[config.mk]
export PLATFORM = sky130hd
export DESIGN_NAME = regfile_wb_arbiter
export DESIGN_NICKNAME = d
export VERILOG_FILES = /design/src/rtl/regfile_wb_arbiter.sv
export SDC_FILE = /design/constraint.sdc
export NUM_CORES = 1
export LEC_CHECK = 0
export BUFFER_PORTS_ARGS = -buffer_cell sky130_fd_sc_hd__buf_2
export CORE_MARGIN = 3
export CORE_UTILIZATION = 57
export DETAILED_ROUTE_END_ITERATION = 7
export PLACE_DENSITY = 0.77
export SETUP_SLACK_MARGIN = 0.15
export SYNTH_ARGS = -nofsm -noshare
export SYNTH_HDL_FRONTEND = slang
export SYNTH_SLANG_ARGS = --single-unit
[constraint.sdc]
create_clock -name clk -period 2.6 [get_ports clk]
set_clock_uncertainty 0.2 [all_clocks]
set_input_delay 0.39 -clock clk [delete_from_list [all_inputs] [get_ports clk]]
set_output_delay 0.39 -clock clk [all_outputs]
set_load 0.01 [all_outputs]
[src/rtl/regfile_wb_arbiter.sv]
// rtl/regfile_wb_arbiter.sv - register-file write-port arbiter for ALU and buffered MDU results
//
// Merges single-cycle ALU results and FIFO-buffered long-latency MDU results
// onto the single register-file write port, and tracks which registers still
// wait on a long-latency result so decode can stall on them.
//
// Ports:
//   clk, rst                   clock (rising edge), asynchronous active-low reset
//   ena                        block enable; 0 freezes all state and blocks handshakes
//   alu_valid/rdc/data/ready   ALU result stream (ready is combinational)
//   mdu_valid/rdc/data/ready   MDU result stream into the FIFO (ready is registered)
//   claim_valid, claim_rdc     mark a register pending at long-latency issue
//   rsc, rtc, rs_busy, rt_busy decode operand lookups against the pending set
//   write_ena, Rdc, Rd         registered register-file write port
//   fifo_count                 MDU FIFO occupancy
module regfile_wb_arbiter #(
  parameter int DEPTH  = 4,
  parameter int STARVE = 8
) (
  input  logic                    clk,
  input  logic                    rst,
  input  logic                    ena,
  input  logic                    alu_valid,
  input  logic [4:0]              alu_rdc,
  input  logic [31:0]             alu_data,
  output logic                    alu_ready,
  input  logic                    mdu_valid,
  input  logic [4:0]              mdu_rdc,
  input  logic [31:0]             mdu_data,
  output logic                    mdu_ready,
  input  logic                    claim_valid,
  input  logic [4:0]              claim_rdc,
  input  logic [4:0]              rsc,
  input  logic [4:0]              rtc,
  output logic                    rs_busy,
  output logic                    rt_busy,
  output logic                    write_ena,
  output logic [4:0]              Rdc,
  output logic [31:0]             Rd,
  output logic [$clog2(DEPTH):0]  fifo_count
);

  localparam int AW = $clog2(DEPTH);
  localparam int GW = (STARVE > 2) ? $clog2(STARVE) : 1;
  localparam logic [AW:0]   CNT_FULL = (AW+1)'(DEPTH);
  localparam logic [GW-1:0] AGE_MAX  = GW'(STARVE - 1);

  typedef enum logic {
    ALU_PRI = 1'b0,
    DRAIN   = 1'b1
  } state_e;

  state_e        state_q, state_d;
  logic [AW:0]   count_q, count_d;
  logic [AW-1:0] wr_ptr_q, wr_ptr_d;
  logic [AW-1:0] rd_ptr_q, rd_ptr_d;
  logic [GW-1:0] age_q, age_d;
  logic          room_q;
  logic [31:0]   pend_q, pend_d;
  logic          we_q, we_d;
  logic [4:0]    rdc_q, rdc_d;
  logic [31:0]   rd_q, rd_d;

  // Each entry is {rdc, data}.
  logic [36:0]   mem_q [DEPTH];
  logic [36:0]   head;

  logic          fifo_empty;
  logic          alu_wr;
  logic          push;
  logic          pop;

  always_comb begin
    head       = mem_q[rd_ptr_q];
    fifo_empty = (count_q == '0);
    alu_ready  = ena && (state_q == ALU_PRI);
    mdu_ready  = room_q && ena;
    // rdc=0 transfers complete the handshake but are dropped here.
    alu_wr     = alu_valid && alu_ready && (alu_rdc != 5'd0);
    push       = mdu_valid && mdu_ready && (mdu_rdc != 5'd0);
    // alu_ready is low in DRAIN, so alu_wr alone decides who owns the port.
    pop        = ena && !fifo_empty && !alu_wr;
  end

  always_comb begin
    state_d  = state_q;
    count_d  = count_q;
    wr_ptr_d = wr_ptr_q;
    rd_ptr_d = rd_ptr_q;
    age_d    = age_q;
    pend_d   = pend_q;
    we_d     = 1'b0;
    rdc_d    = rdc_q;
    rd_d     = rd_q;

    if (ena) begin
      if (push) wr_ptr_d = wr_ptr_q + AW'(1);
      if (pop)  rd_ptr_d = rd_ptr_q + AW'(1);

      case ({push, pop})
        2'b10:   count_d = count_q + (AW+1)'(1);
        2'b01:   count_d = count_q - (AW+1)'(1);
        default: count_d = count_q;
      endcase

      if (pop || fifo_empty) begin
        age_d = '0;
      end else if (age_q != AGE_MAX) begin
        age_d = age_q + GW'(1);
      end

      case (state_q)
        ALU_PRI: begin
          if (!fifo_empty && !pop && ((count_q == CNT_FULL) || (age_q == AGE_MAX))) begin
            state_d = DRAIN;
          end
        end
        DRAIN: begin
          if (pop) state_d = ALU_PRI;
        end
        default: state_d = ALU_PRI;
      endcase

      if (alu_wr) begin
        we_d  = 1'b1;
        rdc_d = alu_rdc;
        rd_d  = alu_data;
      end else if (pop) begin
        we_d  = 1'b1;
        rdc_d = head[36:32];
        rd_d  = head[31:0];
        pend_d[head[36:32]] = 1'b0;
      end

      // Applied after the clear so a same-cycle claim keeps the bit set.
      if (claim_valid) pend_d[claim_rdc] = 1'b1;
      pend_d[0] = 1'b0;
    end
  end

  always_ff @(posedge clk or negedge rst) begin
    if (!rst) begin
      state_q  <= ALU_PRI;
      count_q  <= '0;
      wr_ptr_q <= '0;
      rd_ptr_q <= '0;
      age_q    <= '0;
      room_q   <= 1'b0;
      pend_q   <= '0;
      we_q     <= 1'b0;
      rdc_q    <= '0;
      rd_q     <= '0;
    end else begin
      state_q  <= state_d;
      count_q  <= count_d;
      wr_ptr_q <= wr_ptr_d;
      rd_ptr_q <= rd_ptr_d;
      age_q    <= age_d;
      room_q   <= (count_d < CNT_FULL);
      pend_q   <= pend_d;
      we_q     <= we_d;
      rdc_q    <= rdc_d;
      rd_q     <= rd_d;
    end
  end

  // FIFO storage needs no reset; occupancy alone decides what is valid.
  always_ff @(posedge clk) begin
    if (push) mem_q[wr_ptr_q] <= {mdu_rdc, mdu_data};
  end

  assign rs_busy    = (rsc != 5'd0) && pend_q[rsc];
  assign rt_busy    = (rtc != 5'd0) && pend_q[rtc];
  assign write_ena  = we_q;
  assign Rdc        = rdc_q;
  assign Rd         = rd_q;
  assign fifo_count = count_q;

endmodule

Yosys cells after proc, flatten, opt, wreduce, memory -nomap -nowiden
Memories as Yosys holds them, arrays and structs flattened. Index checks and enable logic that the tools add are counted.

Flip-flop bits (word level): 81. Bits in writable memories: 148. Input bits: 95. Output and inout port bits: 45. Logic and storage cells: 90. Memories: 1.

Add/subtract/negate cells: 5. $lt $le $gt $ge: 7. Equality and inequality tests: 5. Muxes and demuxes: 28. Bitwise logic cells: 4. Reduce and logical (&&, ||, !) cells: 30.

Memories: mem_q (depth 4, width 37, rd ports 1, clocked after Yosys merged registers in 0, wr ports 1, RTL line 65) `logic [36:0] mem_q [DEPTH];`.

Operators by type and width (count): $mux 32 (6); $and 32x32->32 (1); $not 32->32 (1); $or 32x32->32 (1); $lt 5x6->1 const B (4); $reduce_bool 5->1 (4); $logic_and 1x1->1 (14); $mux 1 (11); $bmux 1 s5 (2); $demux 1 s5 (2); $ge 5x1->1 const B (2); $mux 5 (2); $mux 3 (3); $reduce_and 2->1 (4); $add 3x1->3 const B (2); $eq 3x3->1 const B (2); $pmux 3 s2 (1); $add 2x1->2 const B (2); $reduce_bool 2->1 (2); $logic_not 1->1 (3); $logic_not 3->1 (1); $lt 3x3->1 const B (1); $ne 3x3->1 const B (1); $sub 3x1->3 const B (1); other kinds (5) (6).

Logic depth before layout (Yosys ltp)
Gate-level depths: netlist of the first run. An unclocked memory read counts as a cell.

Depth in word-level cells: 12. Mapped depth: 12. Depth with buffers taken out: 10.

Worst setup path before layout of the first run
Ideal clock, no wire load.

Path type: input to register. Start point: input alu_rdc[3]. End point: register room_q. Library setup time: 121 ps. Data arrival time: 2385 ps. Data required time: 2279 ps. Path slack: -106 ps. Stages: 11. Buffers on the path: 1. Cell sequence: or4_4 -> o21ai_4 -> and2_1 -> buf_2 -> ha_1 -> inv_1 -> fa_1 -> xor2_1 -> nor2_1 -> xor2_1 -> inv_1.

Longest elaborated chain between the ends: 8. Elaborated cells between the ends (all ways): 9. Classes of those cells: 1 x order compare; 2 x eq/ne; 2 x mux; 4 x reduce/logical.

RTL lines: start, declared (RTL line 24) `input logic [4:0] alu_rdc,`; $reduce_bool 5->1 (*) (RTL line 79) `alu_wr = alu_valid && alu_ready && (alu_rdc != 5'd0);`; $logic_and 1x1->1 (*) (RTL line 79); $logic_not 1->1 (*) (RTL line 82) `pop = ena && !fifo_empty && !alu_wr;`; $logic_and 1x1->1 (*) (RTL line 82); $eq 2x1->1 / $eq 2x2->1 (equally long branches) (RTL line 100) `case ({push, pop})`; $pmux 3 s2 (*) (RTL line 100); $mux 3 (*) (RTL line 96) `if (ena) begin`; $lt 3x3->1 (*) (RTL line 159) `room_q <= (count_d < CNT_FULL);`; end signal, assigned (RTL line 159); end, declared (RTL line 58) `logic room_q;`.

Every way passes the cells marked *; elsewhere a longest branch is shown, timed or not. A chain may end at the register's enable or synchronous reset.

Final worst setup path of the first run
Start point: register pend_q[31]. End point: output rt_busy.

Longest elaborated chain between the ends: 3.

RTL lines: start, declared (RTL line 59) `logic [31:0] pend_q, pend_d;`; start signal, assigned (RTL line 160) `pend_q <= pend_d;`; $bmux 1 s5 (RTL line 173) `assign rt_busy = (rtc != 5'd0) && pend_q[rtc];`; $mux 1 (implied by the code) (RTL line 173); $logic_and 1x1->1 (RTL line 173); end, declared (RTL line 36) `output logic rt_busy,`.

Every way passes these cells. The select of a mux whose other input is x is not followed.

==> results.md, run 1 <==
* Placed insts at 959
* # setup viols final at 2
* Register-to-register setup slack at 0.38 ns
* Worst-path clk slew at approximately 0.060 ns
* Cells after Synth at 602
* Gr ovfl total at 0
* Num rows at 47
* Share of post-route cells with drive strength above 1 at 33.1%
* Kind of critical path: register to output port
* Min setup slack post-route at -0.124 ns
* Crit path max-delay family: multiplexers
* Pwr per Cell Area at 995 nW/um2
* Lkg Pwr at 4.82 nW
* Final Power at 12.1 mW
* Post-Synthesis Cell Area at 9680 um2
* Status: finished, violations left
* Initial Util at 58.3%
* First-pass GRT wire length at 36,900 um
* Iteration-0 DRC Markers at 489
* Final cell count without fillers at 1,063
* Worst-Skew Late Latency at ~0.49 ns
* Hold WS at around 0.016 ns
* Commonest cells in the netlist: edfxtp_1 (148), dfrtp_1 (81), o21ai_1 (77)
* Boundary Pins at 140
* Post-layout util at 73.2%
* Core area at 16,600 um2
* Max Cap Viol at 0
* DP Area at 10,800 um2
* Die Y at 136 um
* Chip Width at 136 um
* Syn_nets at 705
* Slew @ Worst Pin at 0.491 ns
* VDD IR max at ~0.00059 V
* Final Critical Period at 2.72 ns
* Wirelength, routed at about 23,000 um
* Primary FF master, synth: edfxtp_1
* Area added between synthesis and finish at 25.4%
* CP arrival at 2.13 ns
* DR vias at 6,286
* Syn avg cell area at 16.1 um2
* Crit path top cell by count: mux4_2
* Crit path buffers/inverters at 1
* Post-Place Worst Slack at -0.207 ns
* Setup crit end kind: output port
* Vias in the first global route at 6,864
* Headroom to the max-slew limit at 67.3%
* Sequential area share after synthesis at 66.9%
* Post-synth top area share at between 40% and 50%
* Bufs on Longest Clock Path at 3
* # DRC at 0
* DIE AREA at roughly 19,000 um2
* Fmax achieved at approximately 370 MHz
* Netlist cell types at 51
* Largest net degree at the start of global routing at 50
* Ys async rst share at 35.4%
* Hold WC Path Type: input pin to register
* Final Max Slew Viols at 0
* #FFs+latches synth at 229
* Nets at 929
* CTS tree: done
* H-tree levels at 1
* CP max stage cell: mux4_2
* Final instance area at 12,100 um2
* Yosys warns at 0
* Failing checks: negative setup slack
* Count leader, synth: edfxtp_1
* RSZ-0062 raised after global routing: true
* EDFF count, synth at ~150
* Clock Sinks at 229
* Final hold viol count at 0
* ANT nets after route at 0
* Vias per cell at about 5.9
* Startpoint Class: register
* HPWL Detailed at 13,900 um
* Initial antenna violation count at 1
* Worst path required time at 2.01 ns
* Crit-path cells: mux4_2, mux4_2, a21o_1, buf_2
* Root Buffer: clkbuf_16
* Drt wl/cell at 22.0 um
* Crit-path max cell delay at 0.49 ns
* Setup TNS at -0.220 ns
* Fin crit share at 105%
* Routability cong. at 0.817
* Critical Path Fanout Max at 3
* Top area cells in the synthesized netlist: edfxtp_1 (46%), dfrtp_1 (21%), mux4_2 (12%)
* Port buffer count at between 100 and 150
* CTS Buf Count at 23
* Iteration count of the initial detailed-routing pass at 5
* Top cell type by total area after synthesis: edfxtp_1
* GRT Util Overall at around 26%
==> flip-flops by register name (all words and copies together), names as in the netlist, named ones only <==
signal,count
wr_ptr_q,2
Rd,32
fifo_count,2
rd_ptr_q,2
pend_q,31
mem_q,148
age_q,3
state_q,1
write_ena,1
room_q,1
Rdc,5
==> timing repair <==
item,in CTS,in global routing
endpoints found under the hold margin,194,0
endpoints found under the setup margin,2,4
gates resized for setup,0,4
pin swaps,1,0
buffers inserted,0,0
hold buffers,62,0
==> report_power, final <==
group	leakage [nW]	switching, mW	internal [mW]
sequential	2.34	0.523	4.64
clock	0.345	1.30	1.82
combinational	2.14	2.01	1.78
==> final timing paths <==
kind | endpoint | cells after the start | start
setup / recovery | rt_busy | 4 | pend_q[31]
hold / removal | mem_q[1][34] | 2 | mdu_rdc[2]
setup reg to reg | room_q | 10 | fifo_count[0]
hold reg to reg | Rd[12] | 2 | Rd[12]
max in group asynchronous | Rd[23] | 3 | rst
min in group asynchronous | fifo_count[1] | 2 | rst
==> area by class of cell <==
cell class                 instances  area [um2]
antenna                            1        2.50
clock buffer                      33         643
clock inverter                     8        72.6
fill                            1033        4450
inverter                          14        53.8
multi-input combinational        330        3000
sequential                       229        6470
tap                              220         275
timing repair buffer             228        1610
==> worst register-to-register path, delay by kind of cell (launching register included) <==
family	cells	cell delay [ns]
and+or+nand+nor	4	0.58
xor gates and xnor gates	2	0.35
buffers and inverters	2	0.09
adders and majority gates	2	0.46
DFF	1	0.44
==> cells by family after synthesis <==
family / share of synthesized area (%)
muxes: 16.4
xor gates and xnor gates: 0.543
adders and majority gates: 1.11
AOI/OAI and AO/OA: 6.82
and+or+nand+nor: 5.82
buffers and inverters: 2.44
DFF: 66.9
==> cell usage in the layout (no fill, tap or decap), types with 4 or more instances in the layout <==
cell	instances
nand4_4	4
buf_4	20
dlygate4sd3_1	62
ha_1	6
inv_1	10
nand2_1	53
clkbuf_1	7
clkinv_2	4
clkbuf_16	23
buf_12	7
nor2b_1	4
buf_2	138
edfxtp_1	148
mux2i_1	37
o21ai_1	77
and2_2	5
mux4_2	52
nor2_1	10
dfrtp_1	79
o21ai_0	23
nand2b_1	4
==> metal layers <==
| layer | GRT usage, % | share of wire [%] | up-vias | wire length (um) |
|---|---|---|---|---|
| met5 | 0 | 0 | - | 0 |
| met4 | 10.2 | 3.7 | 0 | 876 |
| met3 | 4.33 | 6.4 | 74 | 1490 |
| met2 | 45.7 | 53 | 266 | 12300 |
| met1 | 32.4 | 37 | 3169 | 8710 |
| li1 | - | - | 2777 | - |
(Power assumes the default switching activity.)
==> inputs of run 2 (changes only) <==
Settings changed: HOLD_SLACK_MARGIN from default to 0.15.
==> run 2 against run 1 <==
- the flow still finishes with violations (negative setup slack)
- die area is the same
- non-clock buffer count up 17
- sequential power is essentially flat
- largest cell class unchanged
- via count increased by 1.8%
- sequential cell count is the same
- routed wire length is 4.4% higher
- sequential share of layout area is 0.75 points lower
- critical endpoint unchanged
- total power is 0.53% higher
- core utilization is 1.0 points higher
- register-to-register slack lost 0.02 ns
- clock power is 1% higher
- highest routed layer unchanged
- hold slack improved by 0.17 ns
==> results.md, run 2 (synthesized netlist as in run 1, its figures left out) <==
* HP Start: ena
* Clock Sinks at 229
* Setup crit end kind: output port
* Fin crit share at 105%
* H-tree levels at 1
* Commonest non-fill, non-tap cell in the layout: edfxtp_1
* Critical R2R Launch: state_q
* Hold WS at between 0.15 and 0.2 ns
* Worst-Skew Late Latency at 0.49 ns
* Bufs on Longest Clock Path at 3
* Gate power share at 31.5%
* Switching Power at 3.88 mW
* Gr ovfl total at 0
* R2R cell count at 10
* Reg with most FFs: mem_q
* Worst path required time at 2.01 ns
* CP Launch Point: pend_q[31]
* Status: finished, violations left
* Chip Width at between 100 and 150 um
* Fmax achieved at 366 MHz
* First-pass GRT wire length at approximately 38,000 um
* Slew @ Worst Pin at 0.502 ns
* Kind of critical path: register to output port
* Min setup slack post-route at -0.134 ns
* Area added between synthesis and finish at 27.2%
* Final Max Slew Viols at 0
* Final instance area at 12,300 um2
* Drt wl/cell at 22.6 um
* GRT Util Overall at 26.9%
* Setup Fix Bufs, Post-CTS at 0
* Port buffer count at 139
* Worst-path clk slew at 0.07 ns
* Die Y at 136 um
* Pwr per Cell Area at 986 nW/um2
* Clock power share at between 20% and 30%
* Startpoint Class: register
* VDD IR max at 0.000598 V
* Num rows at 47
* HPWL Detailed at 13,900 um
* Boundary Pins at 140
* Most frequent cells in the layout: edfxtp_1 (148), buf_2 (138), dfrtp_1 (79), dlygate4sd3_1 (79), o21ai_1 (77)
* Nets at between 900 and 1,000
* Iteration count of the initial detailed-routing pass at 5
* Reg power frac at 42.5%
* Largest register FFs at 148
* Root Buffer: clkbuf_16
* DIE AREA at between 15,000 and 20,000 um2
* Routability cong. at 0.817
* RSZ-0062 raised after global routing: true
* Largest net degree at the start of global routing at 50
* Share of post-route cells with drive strength above 1 at 32.5%
* Iteration-0 DRC Markers at 572
* DP Area at 10,800 um2
* Vias per cell at slightly below 6
* Failing checks: negative setup slack
* Lkg Pwr at 4.89 nW
* Final hold viol count at 0
* # DRC at 0
* Setup TNS at -0.241 ns
* Hold path depth at 3
* Net switching fraction of the power at between 30% and 40%
* Int Pwr at 8.26 mW
* ANT nets after route at 0
* Final Critical Period at 2.73 ns
* Headroom to the max-slew limit at 66.6%
* CTS tree: done
* DR vias at 6,401
* # setup viols final at 2
* Core area at 16,600 um2
* Critical Path Fanout Max at 3
* Post-Place Worst Slack at -0.207 ns
* CTS Buf Count at 23
* Initial Util at 58.3%
* Vias in the first global route at ~7,000
* Initial antenna violation count at 2
* Max Cap Viol at 0
* Wirelength, routed at 24,400 um
* CP arrival at 2.14 ns
* Hold WC Path Type: input pin to register
==> run 2: changes by cell type in the layout (fill, tap and decap cells not counted), sizes merged <==
cell,delta
dlygate4sd3,+17
diode,+1
==> run 2: through the flow <==
stage | power (mW) | instances | utilization [%]
finish | 12.1 | 1081 | 74.2
global route | 12.7 | 1081 | 74.2
CTS | 12.1 | 1079 | 74.1
detailed placement | 8.83 | 959 | 65.0
global placement | 8.64 | 959 | 65.0
floorplan | 7.60 | 602 | -
==> run 2: critical path: stages (launching register included) <==
cell	delay (ns)
dfrtp_1	0.40
mux4_2	0.47
mux4_2	0.49
a21o_1	0.17
buf_2	0.13
==> run 2: area by class of cell <==
type	instances	area (um2)
well taps	220	275
clock inverters	8	72.6
clock buffers	33	643
fillers	999	4280
diodes	2	5.00
inverters	14	53.8
multi-input cells	330	3000
flip-flops and latches	229	6470
repair buffers	245	1780
==> run 2: per-layer routing <==
metal	track usage [%]	wire length (um)	vias up
li1	-	-	2813
met1	33.2	8770	3211
met2	47.6	13100	307
met3	4.29	1680	70
met4	11.4	839	0
met5	0	0	-
==> run 2: power groups by stage <==
stage	registers [mW]	clock network, mW	logic, mW
after floorplan	5.16	0	2.43
after global routing	5.24	3.33	4.17
after global placement	5.13	0	3.51
final	5.17	3.16	3.82
after CTS	5.14	3.15	3.78
after detailed placement	5.18	0	3.65
==> run 2: path summary, 6_finish.rpt <==
path / to / slack [ns]
worst min-delay path: fifo_count[0] / 0.19
worst min register to register: Rd[20] / 0.29
max in group asynchronous: Rd[23] / 1.33
min in group asynchronous: fifo_count[0] / 0.22
worst max register to register: room_q / 0.36
worst max-delay path: rt_busy / -0.13
==> run 2: what timing repair did <==
item / in CTS / in global routing
hold buffers: 79 / 0
resized for setup: 0 / 4
pin swaps: 1 / 0
endpoints found under the hold margin: 285 / 0
endpoints found under the setup margin: 2 / 4
